File: src/rtl/serial_tx_sched_pkg.sv
// Shared definitions for the serial transmit scheduler: line-sequencer
// state encoding and the requester identifiers used for arbitration.
package serial_tx_sched_pkg;

   typedef enum logic [1:0] {
      IDLE  = 2'd0,
      START = 2'd1,
      DATA  = 2'd2,
      STOP  = 2'd3
   } state_t;

   localparam logic REQ0 = 1'b0;
   localparam logic REQ1 = 1'b1;

endpackage

File: src/rtl/serial_tx_sched_shift_register.sv
// Shift register with a parallel-load path. When enabled it either loads
// DATA_in (PARALLEL_EN=1) or shifts right by one, taking bit_in into the MSB.
// bit_out is the current LSB.
module shift_register #(
   parameter int bits = 8
) (
   input  logic            clk,
   input  logic            rst,
   input  logic            enable,
   input  logic            PARALLEL_EN,
   input  logic [bits-1:0] DATA_in,
   input  logic            bit_in,
   output logic [bits-1:0] DATA_out,
   output logic            bit_out
);

   // Word register: synchronous active-low clear, then load or shift right.
   always_ff @(posedge clk) begin
      if (!rst) begin
         DATA_out <= '0;
      end else if (enable) begin
         if (PARALLEL_EN) begin
            DATA_out <= DATA_in;
         end else begin
            DATA_out <= {bit_in, DATA_out[bits-1:1]};
         end
      end
   end

   assign bit_out = DATA_out[0];

endmodule

File: src/rtl/serial_tx_sched.sv
// Two-requester UART-style transmit scheduler. Round-robin grants load the
// winning word into the shift register; the sequencer then emits start bit,
// data bits LSB first and stop bit, one symbol per bit-rate tick.
module serial_tx_sched
   import serial_tx_sched_pkg::*;
#(
   parameter int bits = 8
) (
   input  logic            clk,
   input  logic            rst,
   input  logic            tick,
   input  logic            req0_valid,
   input  logic [bits-1:0] req0_data,
   output logic            req0_ready,
   input  logic            req1_valid,
   input  logic [bits-1:0] req1_data,
   output logic            req1_ready,
   output logic            tx,
   output logic            busy,
   output logic            grant_id
);

   localparam int CNT_W = (bits > 1) ? $clog2(bits) : 1;
   localparam logic [CNT_W-1:0] LAST_BIT = CNT_W'(bits - 1);

   state_t           state, state_nx;
   logic [CNT_W-1:0] bit_cnt, bit_cnt_nx;
   logic             tx_q, tx_nx;
   logic             last_grant, last_grant_nx;
   logic             grant_id_q, grant_id_nx;

   logic             sr_en;
   logic             sr_par;
   logic [bits-1:0]  sr_din;
   logic [bits-1:0]  shift_q;
   logic             sr_bit_out;

   logic             grant_ok;
   logic             win;

   // Only the two low word bits drive the line; the rest are observed here
   // so the unused upper bits and bit_out do not dangle.
   logic             unused_bits;
   assign unused_bits = ^{shift_q, sr_bit_out};

   shift_register #(
      .bits (bits)
   ) u_shift (
      .clk         (clk),
      .rst         (rst),
      .enable      (sr_en),
      .PARALLEL_EN (sr_par),
      .DATA_in     (sr_din),
      .bit_in      (1'b1),
      .DATA_out    (shift_q),
      .bit_out     (sr_bit_out)
   );

   // Arbitration: a grant may only happen on a tick between frames; when
   // both requesters are valid the one not served last time wins.
   always_comb begin
      grant_ok = rst && tick && ((state == IDLE) || (state == STOP)) &&
                 (req0_valid || req1_valid);
      if (req0_valid && req1_valid) begin
         win = ~last_grant;
      end else if (req0_valid) begin
         win = REQ0;
      end else begin
         win = REQ1;
      end
   end

   // Next-state, line symbol, shift control and ready handshake.
   always_comb begin
      state_nx      = state;
      bit_cnt_nx    = bit_cnt;
      tx_nx         = tx_q;
      last_grant_nx = last_grant;
      grant_id_nx   = grant_id_q;
      sr_en         = 1'b0;
      sr_par        = 1'b0;
      sr_din        = req0_data;
      req0_ready    = 1'b0;
      req1_ready    = 1'b0;

      if (tick) begin
         case (state)
            IDLE, STOP: begin
               if (grant_ok) begin
                  req0_ready    = (win == REQ0);
                  req1_ready    = (win == REQ1);
                  sr_en         = 1'b1;
                  sr_par        = 1'b1;
                  sr_din        = (win == REQ1) ? req1_data : req0_data;
                  last_grant_nx = win;
                  grant_id_nx   = win;
                  tx_nx         = 1'b0;
                  state_nx      = START;
               end else if (state == STOP) begin
                  tx_nx    = 1'b1;
                  state_nx = IDLE;
               end
            end
            START: begin
               tx_nx      = shift_q[0];
               bit_cnt_nx = '0;
               state_nx   = DATA;
            end
            DATA: begin
               if (bit_cnt == LAST_BIT) begin
                  tx_nx    = 1'b1;
                  state_nx = STOP;
               end else begin
                  sr_en      = 1'b1;
                  tx_nx      = shift_q[1];
                  bit_cnt_nx = bit_cnt + 1'b1;
               end
            end
            default: begin
               state_nx = IDLE;
               tx_nx    = 1'b1;
            end
         endcase
      end
   end

   // Sequencer registers; a synchronous reset aborts any frame in flight.
   always_ff @(posedge clk) begin
      if (!rst) begin
         state      <= IDLE;
         bit_cnt    <= '0;
         tx_q       <= 1'b1;
         last_grant <= REQ1;
         grant_id_q <= REQ0;
      end else begin
         state      <= state_nx;
         bit_cnt    <= bit_cnt_nx;
         tx_q       <= tx_nx;
         last_grant <= last_grant_nx;
         grant_id_q <= grant_id_nx;
      end
   end

   assign tx       = tx_q;
   assign busy     = (state != IDLE);
   assign grant_id = grant_id_q;

endmodule

File: config.mk
export PLATFORM = sky130hd
export DESIGN_NAME = serial_tx_sched
export DESIGN_NICKNAME = d
export VERILOG_FILES = /design/src/rtl/serial_tx_sched_pkg.sv /design/src/rtl/serial_tx_sched_shift_register.sv /design/src/rtl/serial_tx_sched.sv
export SDC_FILE = /design/constraint.sdc
export NUM_CORES = 1
export LEC_CHECK = 0
export ABC_AREA = 1
export CAP_MARGIN = 0
export CORE_ASPECT_RATIO = 0.75
export CORE_UTILIZATION = 46
export DETAILED_ROUTE_END_ITERATION = 16
export DONT_BUFFER_PORTS = 1
export PLACE_DENSITY_LB_ADDON = 0.05
export SYNTH_ARGS = -nofsm -noshare
export SYNTH_HDL_FRONTEND = slang
export SYNTH_HIERARCHICAL = 1
export SYNTH_SLANG_ARGS = --single-unit
File: constraint.sdc
create_clock -name clk -period 3.2 [get_ports clk]
set_input_delay 0.48 -clock clk [delete_from_list [all_inputs] [get_ports clk]]
set_output_delay 0.48 -clock clk [all_outputs]
set_load 0.1 [all_outputs]
==> run metrics <==
run status=complete, no violations; GRT Total Usage=19.3%; crit path kind=reg -> out; peak supply drop=0.202 mV; max-slew violations=0; Antenna Violating Nets Remaining=0; pre-CTS worst setup slack=772 ps; initial antenna violation count=0; LEAKAGE=0.605 nW; via count=999; WL/cell=10.7 um; Final Cycle Share=82.7%; top cell type by total area after synthesis=dfxtp_1; asr flop ratio synth=0%; share of the synthesized area in the top cell type=29.2%; Clock Tree Root=clkbuf_4; largest cells by area after synthesis=dfxtp_1 29%, nand2_1 23%, inv_1 8.9%; Layout fillers=210; setup bufs post-CTS=0; Worst Hold Depth=1; synthesis-to-finish area growth=2.28%; drt first-iter violations=40; clock-pin slew on the worst setup and hold paths=100 ps; critical path fanouts, max=11; Rows=14; DRC=0; Clk network pwr share=17.0%; Netlist cell types=23; hold_buf cts=0; Post-synth top cells=67 x nand2_1, 26 x inv_1, 20 x nor2_1; Synth Cell Area=1100 um^2; CTS Sinks=16; switch share=45.5%; crit path launch type=register; power per cell area=580 nW/um^2; worst r2r dst=u_shift/DATA_out[4]$_SDFFE_PN0P_; starting density of the core=51.7%; net switching power=0.296 mW; PortBufs=0; ANT cells=0; first-pass GRT wire length=3710 um; Top FF cell, synth=dfxtp_1; Setup violations, final=0; final worst slack=554 ps; Worst-Skew Late Latency=290 ps; H-tree Lvls=1; CTS Buf Count=3; most frequent cell after synthesis=nand2_1; max cap viols=0; Post-DP HPWL=1710 um; CTS tree=yes; Fmax achieved=378 MHz; syn_area_per_cell=6.19 um^2; worst hold endpoint=last_grant$_SDFFE_PN1P_; gp weighted congestion=0.820; CP required=2720 ps; vias in the first global route=872; Seq/Total Area, Yosys=29.2%; Core Box Area=2120 um^2; Worst Setup End Kind=output port; Setup Skew=4.68 ps; Sequential Power Share=42.7%; Post-synth EDFFs=0; R2R depth=13; Clock Path Buffers=2; Final Hold Vio Count=0; PostCTS Resize Cnt=0; Total Wirelength=2240 um; First-pass DRT Iterations=4; R2R Path Start=state[0]$_SDFFE_PN0P_; total die area=2580 um^2; grt total ovfl=0; Int Pwr=0.354 mW; setup_tns=0 ps; flops & latches, synth=16; IO Pins=26; R2R Setup Slk=760 ps; RSZ-0062 raised after global routing=no; slew margin rel.=34.2%; Synth Warn #=6; syn nets=205; die width=58.4 um; Worst Path Arrival=2170 ps; CP startpoint=state[0]$_SDFFE_PN0P_; Die Height=44.3 um; HP Start=rst; largest net degree at the start of global routing=17; minimum clock period=2650 ps; Hold WC Path Type=in -> reg; Combinational Power Share=40.2%; Least-Margin Pin Slew=985 ps; layout cells sized above 1=9.04%; mean number of vias per cell=4.78; Layout Nets=207; Mapped Cells=177
==> stage by stage <==
step           cell area, um^2  utilization, %  cells  power [mW]  hold WS, ps
6_report                  1120            52.9    209       0.650          275
5_1_grt                   1120            52.9    209       0.704          252
4_1_cts                   1120            52.9    209       0.653          264
3_5_place_dp              1100            51.8    206       0.541          458
3_3_place_gp              1100            51.8    206       0.533          469
2_1_floorplan             1100               -    177       0.514          437
==> per-layer routing <==
layer  vias up  global-route usage (%)  share of wire, %
li1        530                       -                 -
met1       422                    27.4                55
met2        45                    29.2                38
met3         2                    5.26               5.9
met4         0                    4.29              0.36
met5         -                       0                 0
==> how the worst max path moves through the flow <==
stage	end	slack [ps]	cells past startpoint
global placement	u_shift/DATA_out[3]$_SDFFE_PN0P_	900	13
detailed placement	u_shift/DATA_out[4]$_SDFFE_PN0P_	770	13
global route	req1_ready	420	7
finish	req1_ready	550	7
floorplan	req0_ready	480	5
CTS	req1_ready	550	7
==> layout by cell type, fill, tap and decap left out <==
master,count
buf_4,2
nor2_2,3
clkbuf_4,3
dfxtp_1,16
conb_1,1
nor2_4,1
ha_1,7
nor3_1,2
inv_1,26
inv_2,1
o211ai_1,2
o21ai_0,2
a21oi_4,1
clkinv_2,1
nand2_1,67
inv_4,1
nand4_1,1
nand2_2,3
nand3_1,14
nor2_1,19
a21oi_1,4
==> cell type report <==
type / count / area (um^2) / share of cell area (%)
multi-input cells: 127 / 611 / 54.5
clock buffers: 3 / 22.5 / 2.01
inverters: 29 / 113 / 10.0
repair buffers: 2 / 15.0 / 1.34
flip-flops and latches: 16 / 320 / 28.6
well taps: 32 / 40.0 / 3.57
==> power by group through the flow <==
stage	combinational, mW	clock [mW]	sequential [mW]
after floorplan	0.237	0	0.277
after global placement	0.252	0	0.281
after detailed placement	0.260	0	0.282
after CTS	0.261	0.114	0.277
after global routing	0.298	0.124	0.282
final	0.261	0.111	0.278
==> flip-flops by register name, indices dropped and copies added, names as in the netlist <==
signal	count
grant_id	1
bit_cnt	3
state	2
u_shift/DATA_out	8
last_grant	1
tx	1
==> worst max-delay path, cell delays in order, from the launching register on <==
cell and delay (ps):
dfxtp_1 400, inv_1 90, ha_1 360, nor2_2 150, nand2_2 120, inv_2 170
nand2_2 190, clkinv_2 390
==> cells by family (layout without fill, tap and decap cells) <==
family,Yosys count,after routing,synth area share (%)
flip-flops,16,16,29.2
adder cells (fa/ha/maj),7,7,7.99
AND/OR/NAND/NOR,110,110,41.6
AO/OA/AOI/OAI,9,9,5.59
buffers and inverters,34,34,15.3
other,1,1,0.342
Note: power is estimated with default switching activity, not from simulation.
